## src/rtl/prod_accum.sv

```systemverilog
// prod_accum: length-programmed accumulator for a stream of 8-bit products.
// Three-state job FSM with a clipping ACC_W-bit sum and a per-job sticky sat flag.
module prod_accum #(
  parameter int ACC_W = 12
) (
  input  logic             clk,
  input  logic             rst_n,
  input  logic             start,
  input  logic [3:0]       len,
  input  logic [7:0]       p,
  input  logic             p_valid,
  output logic             p_ready,
  output logic [ACC_W-1:0] acc,
  output logic             busy,
  output logic             done,
  output logic             sat
);

  typedef enum logic [1:0] {
    IDLE = 2'd0,
    RUN  = 2'd1,
    DONE = 2'd2
  } state_t;

  state_t           state;
  state_t           nxt;
  logic [4:0]       cnt;
  logic [ACC_W:0]   sum;
  logic             xfer;
  logic             last;

  assign xfer = (state == RUN) && p_valid;
  assign last = xfer && (cnt == 5'd1);
  // one spare bit catches any carry out of the accumulator
  assign sum  = {1'b0, acc} + {{(ACC_W - 7){1'b0}}, p};

  always_ff @(posedge clk or negedge rst_n) begin
    if (!rst_n) begin
      state <= IDLE;
    end else begin
      state <= nxt;
    end
  end

  always_comb begin
    nxt = state;
    unique case (state)
      IDLE:    if (start) nxt = RUN;
      RUN:     if (last) nxt = DONE;
      DONE:    nxt = IDLE;
      default: nxt = IDLE;
    endcase
  end

  always_ff @(posedge clk or negedge rst_n) begin
    if (!rst_n) begin
      cnt <= '0;
      acc <= '0;
      sat <= 1'b0;
    end else if (state == IDLE && start) begin
      cnt <= (len == 4'd0) ? 5'd16 : {1'b0, len};
      acc <= '0;
      sat <= 1'b0;
    end else if (xfer) begin
      cnt <= cnt - 5'd1;
      if (sum[ACC_W]) begin
        acc <= '1;
        sat <= 1'b1;
      end else begin
        acc <= sum[ACC_W-1:0];
      end
    end
  end

  always_comb begin
    p_ready = 1'b0;
    busy    = 1'b0;
    done    = 1'b0;
    unique case (state)
      IDLE: ;
      RUN: begin
        p_ready = 1'b1;
        busy    = 1'b1;
      end
      DONE:    done = 1'b1;
      default: ;
    endcase
  end

endmodule

```

## config.mk

```make
export PLATFORM = sky130hd
export DESIGN_NAME = prod_accum
export DESIGN_NICKNAME = d
export VERILOG_FILES = /design/src/rtl/prod_accum.sv
export SDC_FILE = /design/constraint.sdc
export NUM_CORES = 1
export LEC_CHECK = 0
export ABC_CLOCK_PERIOD_IN_PS = 6550
export CELL_PAD_IN_SITES_DETAIL_PLACEMENT = 1
export CELL_PAD_IN_SITES_GLOBAL_PLACEMENT = 2
export CORE_ASPECT_RATIO = 2
export CORE_MARGIN = 4
export CORE_UTILIZATION = 33
export DETAILED_ROUTE_END_ITERATION = 7
export PLACE_DENSITY = 0.9
export SYNTH_ARGS = -nofsm -noshare
export SYNTH_HDL_FRONTEND = slang
export SYNTH_SLANG_ARGS = --single-unit
```

## constraint.sdc

```tcl
create_clock -name clk -period 6.55 [get_ports clk]
set_input_delay 0.9825 -clock clk [delete_from_list [all_inputs] [get_ports clk]]
set_output_delay 0.9825 -clock clk [all_outputs]
set_load 0.05 [all_outputs]
```

==> metrics.txt, run 1 <==
register area share after synthesis=36.0%; max_slew headroom=approximately 36%; height of the die=99.7 um; Post-Synthesis Cells=~140; Static Leak=roughly 0.74 nW; share of the synthesized area in the top cell type=36.0%; Synth cell types=between 40 and 50; Final Hold Viols=0; MaxCap Viol Count=0; crit path max fanout=9; hold buffer count at cts=0; Avg Inst Size Synth=~10 um^2; Clock Sinks=20; Crit-path slowest cell=fa_1; Clock transition at path regs=approximately 0.08 ns; crit path DAT=around 3.1 ns; root buffer cell=clkbuf_8; diode count=0; Synth Warn #=0; DRT Pass-1 Iters=3; drt drc=0; Rows=33; Area Growth Syn to Fin=28.9%; ys async rst share=100%; starting density of the core=between 30 and 40%; most frequent cells in the layout=clkdlybuf4s50_1 (31), dfrtp_1 (20), o21ai_0 (13); first-pass GRT wire length=between 6 and 7 mm; CTS tree=yes; gpl congestion=0.925; Post-synth EDFFs=0; Clk Latency, worst-skew pair=between 0.2 and 0.3 ns; GRT Util Overall=between 10% and 20%; DP Wirelength=~3.2 mm; initial antenna violation count=0; DRT Wirelength=between 3 and 4 mm; WL/cell=roughly 18 um; width of the chip=about 54 um; Setup crit start kind=input pin; core area=roughly 4100 um^2; Overflow after GRT=0; RSZ-0062 raised after global routing=no; post_cts resized=0; total power=around 0.00092 W; final worst path period need=between 2 and 3 ns; outcome=complete, no violations; vias=around 1200; Mapped Area=roughly 1400 um^2; Net Count, Synth=~170; #FFs+latches synth=20; share of the core filled with cells=43.8%; largest net degree at the start of global routing=21; worst-margin pin slew=between 0.9 and 1 ns; 1st-iter DRT viols=9; Hold Startpoint=sat; Post-CTS Setup Inserts=0; number of global-route vias before repair=around 1400; # setup viols final=0; Worst Skew=between 0.002 and 0.0025 ns; Longest Clk Path Bufs=2; Fmax=roughly 330 MHz; CP Data Required Time=about 6.7 ns; Hold Path Class=reg -> reg; total negative slack=0 ns; Nets=around 200; DIE AREA=5370 um^2; PortBufs=31; CP Capture Type=register; # IOs=32; cell taking the most area after synthesis=dfrtp_1; CP Class=in -> reg; CP bufs+invs=1; ranking of synthesized cells by area=dfrtp_1 (36%), ha_1 (9.0%), o21ai_0 (4.7%), a21oi_1 (3.6%), a221o_1 (3.6%); final worst path period share=45.6%; pwr/cell area=roughly 500 nW/um^2; commonest non-fill, non-tap cell in the layout=clkdlybuf4s50_1; reg2reg start=acc[0]; CP max stage delay=approximately 0.42 ns; Max IR drop VDD=between 150 and 200 uV; CP Launch Point=p[0]; crit-path cells=clkdlybuf4s50_1 > ha_1 > fa_1 > a211o_1 > a21oi_4 > a211oi_4 > a211oi_2 > o211ai_1; CTS Buf Count=3; htree depth=1; ys flop type=dfrtp_1; Vias/cell=approximately 5.6; post-route ant nets=0; Slew Limit Fails=0; layout cells sized above 1=8.88%; Worst path top cell family by delay=compound AO/OA/AOI/OAI gates
-- through the flow --
stage / std cells / instance area (um^2) / worst slack (ns) / hold slack (ns)
4_1_cts: 221 / 1790 / 3.55 / 0.503
5_1_grt: 221 / 1790 / 3.45 / 0.540
6_report: 221 / 1790 / 3.56 / 0.493
3_3_place_gp: 217 / 1740 / 3.35 / 0.471
3_5_place_dp: 217 / 1740 / 3.28 / 0.477
2_1_floorplan: 139 / 1390 / 3.83 / 0.448
-- worst paths after layout --
path	slack (ns)	to	depth (start not counted)
max	3.56	acc[9]	8
min	0.49	sat	2
max reg2reg	4.30	acc[9]	7
min reg2reg	0.49	sat	2
max in group asynchronous	4.72	acc[11]	1
min in group asynchronous	1.25	cnt[1]	1
-- tightest hold or removal path, delay by kind of cell, from the launching register on --
family / cells / cell delay, ns
AND/OR/NAND/NOR: 2 / 0.11
flip-flops: 1 / 0.35
-- sequential cells by signal, summed over array words and instances, names as in the netlist --
register  count
sat           1
cnt           5
acc          12
state         2
-- cell type report --
type / count / area, um^2
clock buffers: 4 / 55.1
fillers: 468 / 2300
inverters: 3 / 11.3
flip-flops and latches: 20 / 500
repair buffers: 31 / 310
well taps: 52 / 65.1
multi-input cells: 111 / 848
-- cells by family after synthesis --
kind of cell	count (synthesis)	synth area share [%]
flops	20	36.0
mux	2	1.44
xor+xnor	4	2.52
buf+inv	8	2.88
compound gates	51	27.8
fa+ha+maj	11	10.5
simple gates	43	18.8
-- power by group --
| part | switching (W) | internal (W) | leakage [nW] |
|---|---|---|---|
| sequential | 0.0000607 | 0.000175 | 0.248 |
| combinational | 0.000363 | 0.000226 | 0.466 |
| clock | 0.0000434 | 0.0000536 | 0.0288 |
| total | 0.000468 | 0.000455 | 0.742 |
-- synthesized netlist by cell type, types with 3 or more instances --
cell type  instances
o21ai_0           13
nor2_1             7
inv_1              3
nand2_1            9
dfrtp_1           20
nand3_1            3
a21oi_1           10
nor3_1             5
ha_1              10
a211oi_1           3
a221o_1            5
-- layer usage --
metal / vias to the layer above / share of wire (%) / global-route usage (%)
li1: 590 / - / -
met1: 625 / 35 / 16.9
met2: 21 / 61 / 31.9
met3: 4 / 3.1 / 2.40
met4: 0 / 0.87 / 3.54
met5: - / 0 / 0
Power figures use the tool's default switching activity.
==> run 2: changes to the inputs <==
==> config.mk (replaced) <==
export PLATFORM = sky130hd
export DESIGN_NAME = prod_accum
export DESIGN_NICKNAME = d
export VERILOG_FILES = /design/src/rtl/prod_accum.sv
export SDC_FILE = /design/constraint.sdc
export NUM_CORES = 1
export LEC_CHECK = 0
export ABC_CLOCK_PERIOD_IN_PS = 3100
export CELL_PAD_IN_SITES_DETAIL_PLACEMENT = 1
export CELL_PAD_IN_SITES_GLOBAL_PLACEMENT = 2
export CORE_ASPECT_RATIO = 2
export CORE_MARGIN = 4
export CORE_UTILIZATION = 30
export DETAILED_ROUTE_END_ITERATION = 7
export PLACE_DENSITY = 0.84
export SYNTH_ARGS = -nofsm -noshare
export SYNTH_HDL_FRONTEND = slang
export SYNTH_SLANG_ARGS = --single-unit
==> constraint.sdc (replaced) <==
create_clock -name clk -period 3.1 [get_ports clk]
set_input_delay 0.465 -clock clk [delete_from_list [all_inputs] [get_ports clk]]
set_output_delay 0.465 -clock clk [all_outputs]
set_load 0.05 [all_outputs]
==> metrics.txt, run 2 (synthesized netlist as in run 1, its figures left out) <==
post_cts resized=0 (unchanged); Fmax=approximately 400 MHz; total negative slack=0 ns (unchanged); WL/cell=18.2 um (+2.2%); Comb power frac=64.2% (+0.2 points); Post-CTS Setup Inserts=0 (unchanged); starting density of the core=31.4% (-2.6 points); Setup crit start kind=input pin; Area Growth Syn to Fin=29.6%; Nets=198 (+0.51%); layout cells sized above 1=9.41% (+0.54 points); width of the chip=56.1 um (+4.2%); root buffer cell=clkbuf_8; crit path max fanout=9 (unchanged); Placed Cells=220 (+1.4%); Biggest register=acc; met1 WL=1.46 mm (+6.8%); RSZ-0062 raised after global routing=no; Setup Slack @ Placement=0.278 ns (-3.00 ns); 1st-iter DRT viols=22 (+13); Longest Clk Path Bufs=2 (unchanged); core area=4420 um^2 (+8.2%); Max IR drop VDD=389 uV (+96%); CTS tree=yes; vias=1230 (-0.81%); first-pass GRT wire length=6.75 mm (+2.6%); largest net degree at the start of global routing=21 (unchanged); register share of total power=25.3% (-0.2 points); MaxCap Viol Count=0 (unchanged); R2R depth=7 (unchanged); commonest non-fill, non-tap cell in the layout=clkdlybuf4s50_1; initial antenna violation count=0 (unchanged); P_sw=0.000984 W (+110%); hold buffer count at cts=0 (unchanged); DRT Pass-1 Iters=4 (+1); CP max stage delay=0.44 ns (+0.02 ns); # setup viols final=0 (unchanged); final worst path period share=between 80% and 90%; crit-path cells=clkdlybuf4s50_1 > ha_1 > fa_1 > a211o_1 > a21oi_4 > a211oi_4 > a211oi_2 > o211ai_1; top sig layer=met4; most frequent cells in the layout=clkdlybuf4s50_1 (31), dfrtp_1 (20), o21ai_0 (13); max_slew headroom=34.7% (-1.5 points); # IOs=32 (unchanged); GRT Util Overall=14.6% (-1.8 points); Top Registers=acc: 12 flops, cnt: 5 flops, state: 2 flops; Final Hold Viols=0 (unchanged); Worst Skew=0.00559 ns (+0.00330 ns); DRT Wirelength=4.07 mm (+3.6%); Hold Path Class=reg -> reg; final worst path period need=about 2.5 ns; crit path DAT=2.66 ns (-0.46 ns); Crit-path slowest cell=fa_1; hold path depth=1 (-1); final setup margin=0.576 ns (-2.99 ns); Clock Sinks=20 (unchanged); htree depth=1 (unchanged); PortBufs=31 (unchanged); pwr/cell area=1080 nW/um^2 (+110%); Cell Count, Final, Fillers Out=224 (+1.4%); Slew Limit Fails=0 (unchanged); DP Wirelength=3.28 mm (+3.4%); CP Class=in -> reg; sw frac=50.5% (-0.19 points); height of the die=104 um (+4.5%); Largest register FFs=12 (unchanged); number of global-route vias before repair=1362 (-0.44%); CTS Buf Count=3 (unchanged); gpl congestion=0.795 (-14%); outcome=complete, no violations; DIE AREA=5850 um^2 (+8.8%); worst-margin pin slew=0.976 ns (+0.0226 ns); Vias/cell=5.49 (-2.1%); Clock transition at path regs=0.08 ns (about the same); Overflow after GRT=0 (unchanged); P_int=0.000965 W (+110%); Rows=34 (+3.0%); met3 wire len=78 um (-35%); CP Capture Type=register; Clk Latency, worst-skew pair=0.26 ns (about the same); total power=0.00195 W (+110%); CP Data Required Time=3.23 ns (-3.45 ns); drt drc=0 (unchanged); diode count=0 (unchanged); Static Leak=0.747 nW (+0.66%); post-route ant nets=0 (unchanged); Clk network pwr share=10.5% (about the same); met2 wire length=2.50 mm (+4.1%)
## run 2: per-stage QoR
| stage | utilization, % | instance area [um^2] | hold slack [ns] |
|---|---|---|---|
| floorplan | - | 1390 | 0.169 |
| global placement | 39.5 | 1750 | 0.468 |
| detailed placement | 39.5 | 1750 | 0.476 |
| CTS | 40.7 | 1800 | 0.487 |
| global route | 40.7 | 1800 | 0.544 |
| finish | 40.7 | 1800 | 0.490 |
## run 2: layout make-up
| cell class | instances | area, um^2 |
|---|---|---|
| clock buffers | 4 | 55.1 |
| multi-input cells | 111 | 848 |
| inverters | 3 | 11.3 |
| repair buffers | 32 | 318 |
| well taps | 54 | 67.6 |
| flip-flops and latches | 20 | 500 |
| fillers | 525 | 2620 |
## run 2: path summary, 6_finish.rpt
path	startpoint	endpoint	slack, ns
setup / recovery	p[0]	acc[9]	0.58
hold reg to reg	cnt[4]	cnt[4]	0.49
setup reg to reg	acc[0]	acc[9]	0.80
hold / removal	cnt[4]	cnt[4]	0.49
min in group asynchronous	rst_n	cnt[0]	0.74
max in group asynchronous	rst_n	acc[0]	1.76
## run 2: per-layer routing
layer | vias up | track usage (%)
li1 | 589 | -
met1 | 626 | 14.5
met2 | 13 | 29.9
met3 | 2 | 1.86
met4 | 0 | 3.57
met5 | - | 0
## run 2: worst max-delay path: cells and delay by family
family          cells  cell delay (ns)
fa+ha+maj           2             0.70
compound gates      5             1.07
buf+inv             1             0.42
## run 2: power by group through the flow
stage | sequential (W) | combinational [W] | clock, W
final | 0.000493 | 0.00125 | 0.000204
after global routing | 0.000513 | 0.00136 | 0.000223
after CTS | 0.000495 | 0.00127 | 0.000212
after detailed placement | 0.000499 | 0.00126 | 0
after global placement | 0.000491 | 0.00123 | 0
after floorplan | 0.000691 | 0.000702 | 0
==> run 3: changes to the inputs <==
--- a/config.mk
+++ b/config.mk
@@ -5,7 +5,7 @@
 export SDC_FILE = /design/constraint.sdc
 export NUM_CORES = 1
 export LEC_CHECK = 0
-export ABC_CLOCK_PERIOD_IN_PS = 3100
+export ABC_CLOCK_PERIOD_IN_PS = 2600
 export CELL_PAD_IN_SITES_DETAIL_PLACEMENT = 1
 export CELL_PAD_IN_SITES_GLOBAL_PLACEMENT = 2
 export CORE_ASPECT_RATIO = 2
==> constraint.sdc (replaced) <==
create_clock -name clk -period 2.6 [get_ports clk]
set_input_delay 0.39 -clock clk [delete_from_list [all_inputs] [get_ports clk]]
set_output_delay 0.39 -clock clk [all_outputs]
set_load 0.05 [all_outputs]
==> metrics.txt, run 3 (synthesized netlist as in run 1, its figures left out) <==
layout cells sized above 1=11.0% (+1.6 points); fillcell total=531 (+1.1%); number of global-route vias before repair=1422 (+4.4%); # IOs=32 (unchanged); Nets=202 (+2.0%); crit-path cells=clkdlybuf4s50_1 > ha_1 > fa_1 > a211o_1 > a21oi_4 > a211oi_4 > a211oi_2 > o211ai_1; Static Leak=0.759 nW (+1.7%); Hold Path Class=in -> async; Rows=34 (unchanged); DIE AREA=5850 um^2 (unchanged); core area=4420 um^2 (unchanged); root buffer cell=clkbuf_8; initial antenna violation count=0 (unchanged); Top Registers=acc: 12 flops, cnt: 5 flops, state: 2 flops; gpl congestion=0.802 (+0.79%); CP Data Required Time=2.73 ns (-0.50 ns); drt drc=0 (unchanged); vias=1256 (+2.1%); Largest register FFs=12 (unchanged); starting density of the core=31.4% (unchanged); WL/cell=18.7 um (+3.1%); Post-CTS Setup Inserts=0 (unchanged); largest net degree at the start of global routing=21 (unchanged); Max IR drop VDD=539 uV (+39%); Biggest register=acc; DRT Pass-1 Iters=4 (unchanged); 1st-iter DRT viols=11 (-50%); RSZ-0062 raised after global routing=no; Fmax=roughly 420 MHz; DP Wirelength=3.39 mm (+3.4%); MaxCap Viol Count=0 (unchanged); htree depth=1 (unchanged); Setup Slack @ Placement=-0.124 ns (-0.402 ns); worst-margin pin slew=0.643 ns (-0.334 ns); post_cts resized=0 (unchanged); Overflow after GRT=0 (unchanged); Clk Latency, worst-skew pair=0.26 ns (about the same); Clock transition at path regs=0.08 ns (about the same); crit path DAT=2.51 ns (-0.15 ns); CP Capture Type=register; first-pass GRT wire length=7.05 mm (+4.5%); Crit-path slowest cell=clkdlybuf4s50_1; Slew Limit Fails=0 (unchanged); GRT Util Overall=15.3% (+0.77 points); most frequent cells in the layout=clkdlybuf4s50_1 (31), dfrtp_1 (20), o21ai_0 (13); Vias/cell=5.53 (+0.76%); Worst Skew=0.00485 ns (-0.000736 ns); height of the die=104 um (unchanged); CP Class=in -> reg; commonest non-fill, non-tap cell in the layout=clkdlybuf4s50_1; final worst path period need=approximately 2.4 ns; final worst path period share=91.5%; outcome=complete, no violations; share of the core filled with cells=41.1% (+0.37 points); CTS tree=yes; max_slew headroom=56.8% (+22 points); CTS Buf Count=3 (unchanged); Longest Clk Path Bufs=2 (unchanged); pwr/cell area=1280 nW/um^2 (+18%); Area Growth Syn to Fin=30.8%; PortBufs=31 (unchanged); width of the chip=56.1 um (unchanged); hold buffer count at cts=0 (unchanged); Final Hold Viols=0 (unchanged); Setup crit start kind=input pin; DRT Wirelength=4.25 mm (+4.5%); Clock Sinks=20 (unchanged); # setup viols final=0 (unchanged); post-route ant nets=0 (unchanged); diode count=0 (unchanged); final setup margin=0.222 ns (-0.355 ns); crit path max fanout=9 (unchanged); CP max stage delay=0.42 ns (-0.02 ns)
-- run 3: cell count changes in the layout (fill, tap and decap cells not counted), sizes merged --
cell and delta:
buf +4, clkbuf -1
-- run 3: critical path, delay by kind of cell --
family                     cells  cell delay (ns)
AOI/OAI and AO/OA              5             1.06
adders and majority gates      2             0.64
buffers and inverters          1             0.42
-- run 3: where the power goes --
| part | switching (W) | internal, W |
|---|---|---|
| clock | 0.000113 | 0.000103 |
| sequential | 0.000150 | 0.000440 |
| combinational | 0.000921 | 0.000596 |
| total | 0.00118 | 0.00114 |
-- run 3: metal layers --
metal / track usage (%) / routed length (um) / vias up
li1: - / - / 599
met1: 14.5 / 1460 / 626
met2: 31.1 / 2580 / 25
met3: 2.24 / 119 / 6
met4: 5.77 / 86 / 0
met5: 0 / 0 / -
-- run 3: layout make-up --
type                            instances  area, um^2  area share [%]
Clock buffer                            3        41.3            2.27
Inverter                                3        11.3           0.620
Multi-Input combinational cell        111         848            46.7
Sequential cell                        20         500            27.5
Tap cell                               54        67.6            3.72
Timing Repair Buffer                   36         348            19.1
-- run 3: path summary, 6_finish.rpt --
path | from | end | slack (ns) | depth (start not counted)
worst max-delay path | p[0] | acc[9] | 0.22 | 8
worst min-delay path | rst_n | cnt[0] | 0.46 | 2
worst max register to register | acc[0] | acc[9] | 0.37 | 7
worst min register to register | cnt[4] | cnt[4] | 0.50 | 1
max in group asynchronous | rst_n | acc[7] | 1.91 | 2
min in group clk | cnt[4] | cnt[4] | 0.50 | 1
-- run 3: per-stage QoR --
| stage | power [W] | hold WS [ns] | setup TNS [ns] | instances | instance area (um^2) |
|---|---|---|---|---|---|
| floorplan | 0.00166 | 0.0944 | 0 | 139 | 1390 |
| finish | 0.00232 | 0.463 | 0 | 227 | 1820 |
| detailed placement | 0.00212 | 0.490 | -0.462 | 224 | 1780 |
| CTS | 0.00234 | 0.479 | 0 | 227 | 1820 |
| global route | 0.00249 | 0.484 | 0 | 227 | 1820 |
| global placement | 0.00207 | 0.468 | 0 | 224 | 1780 |
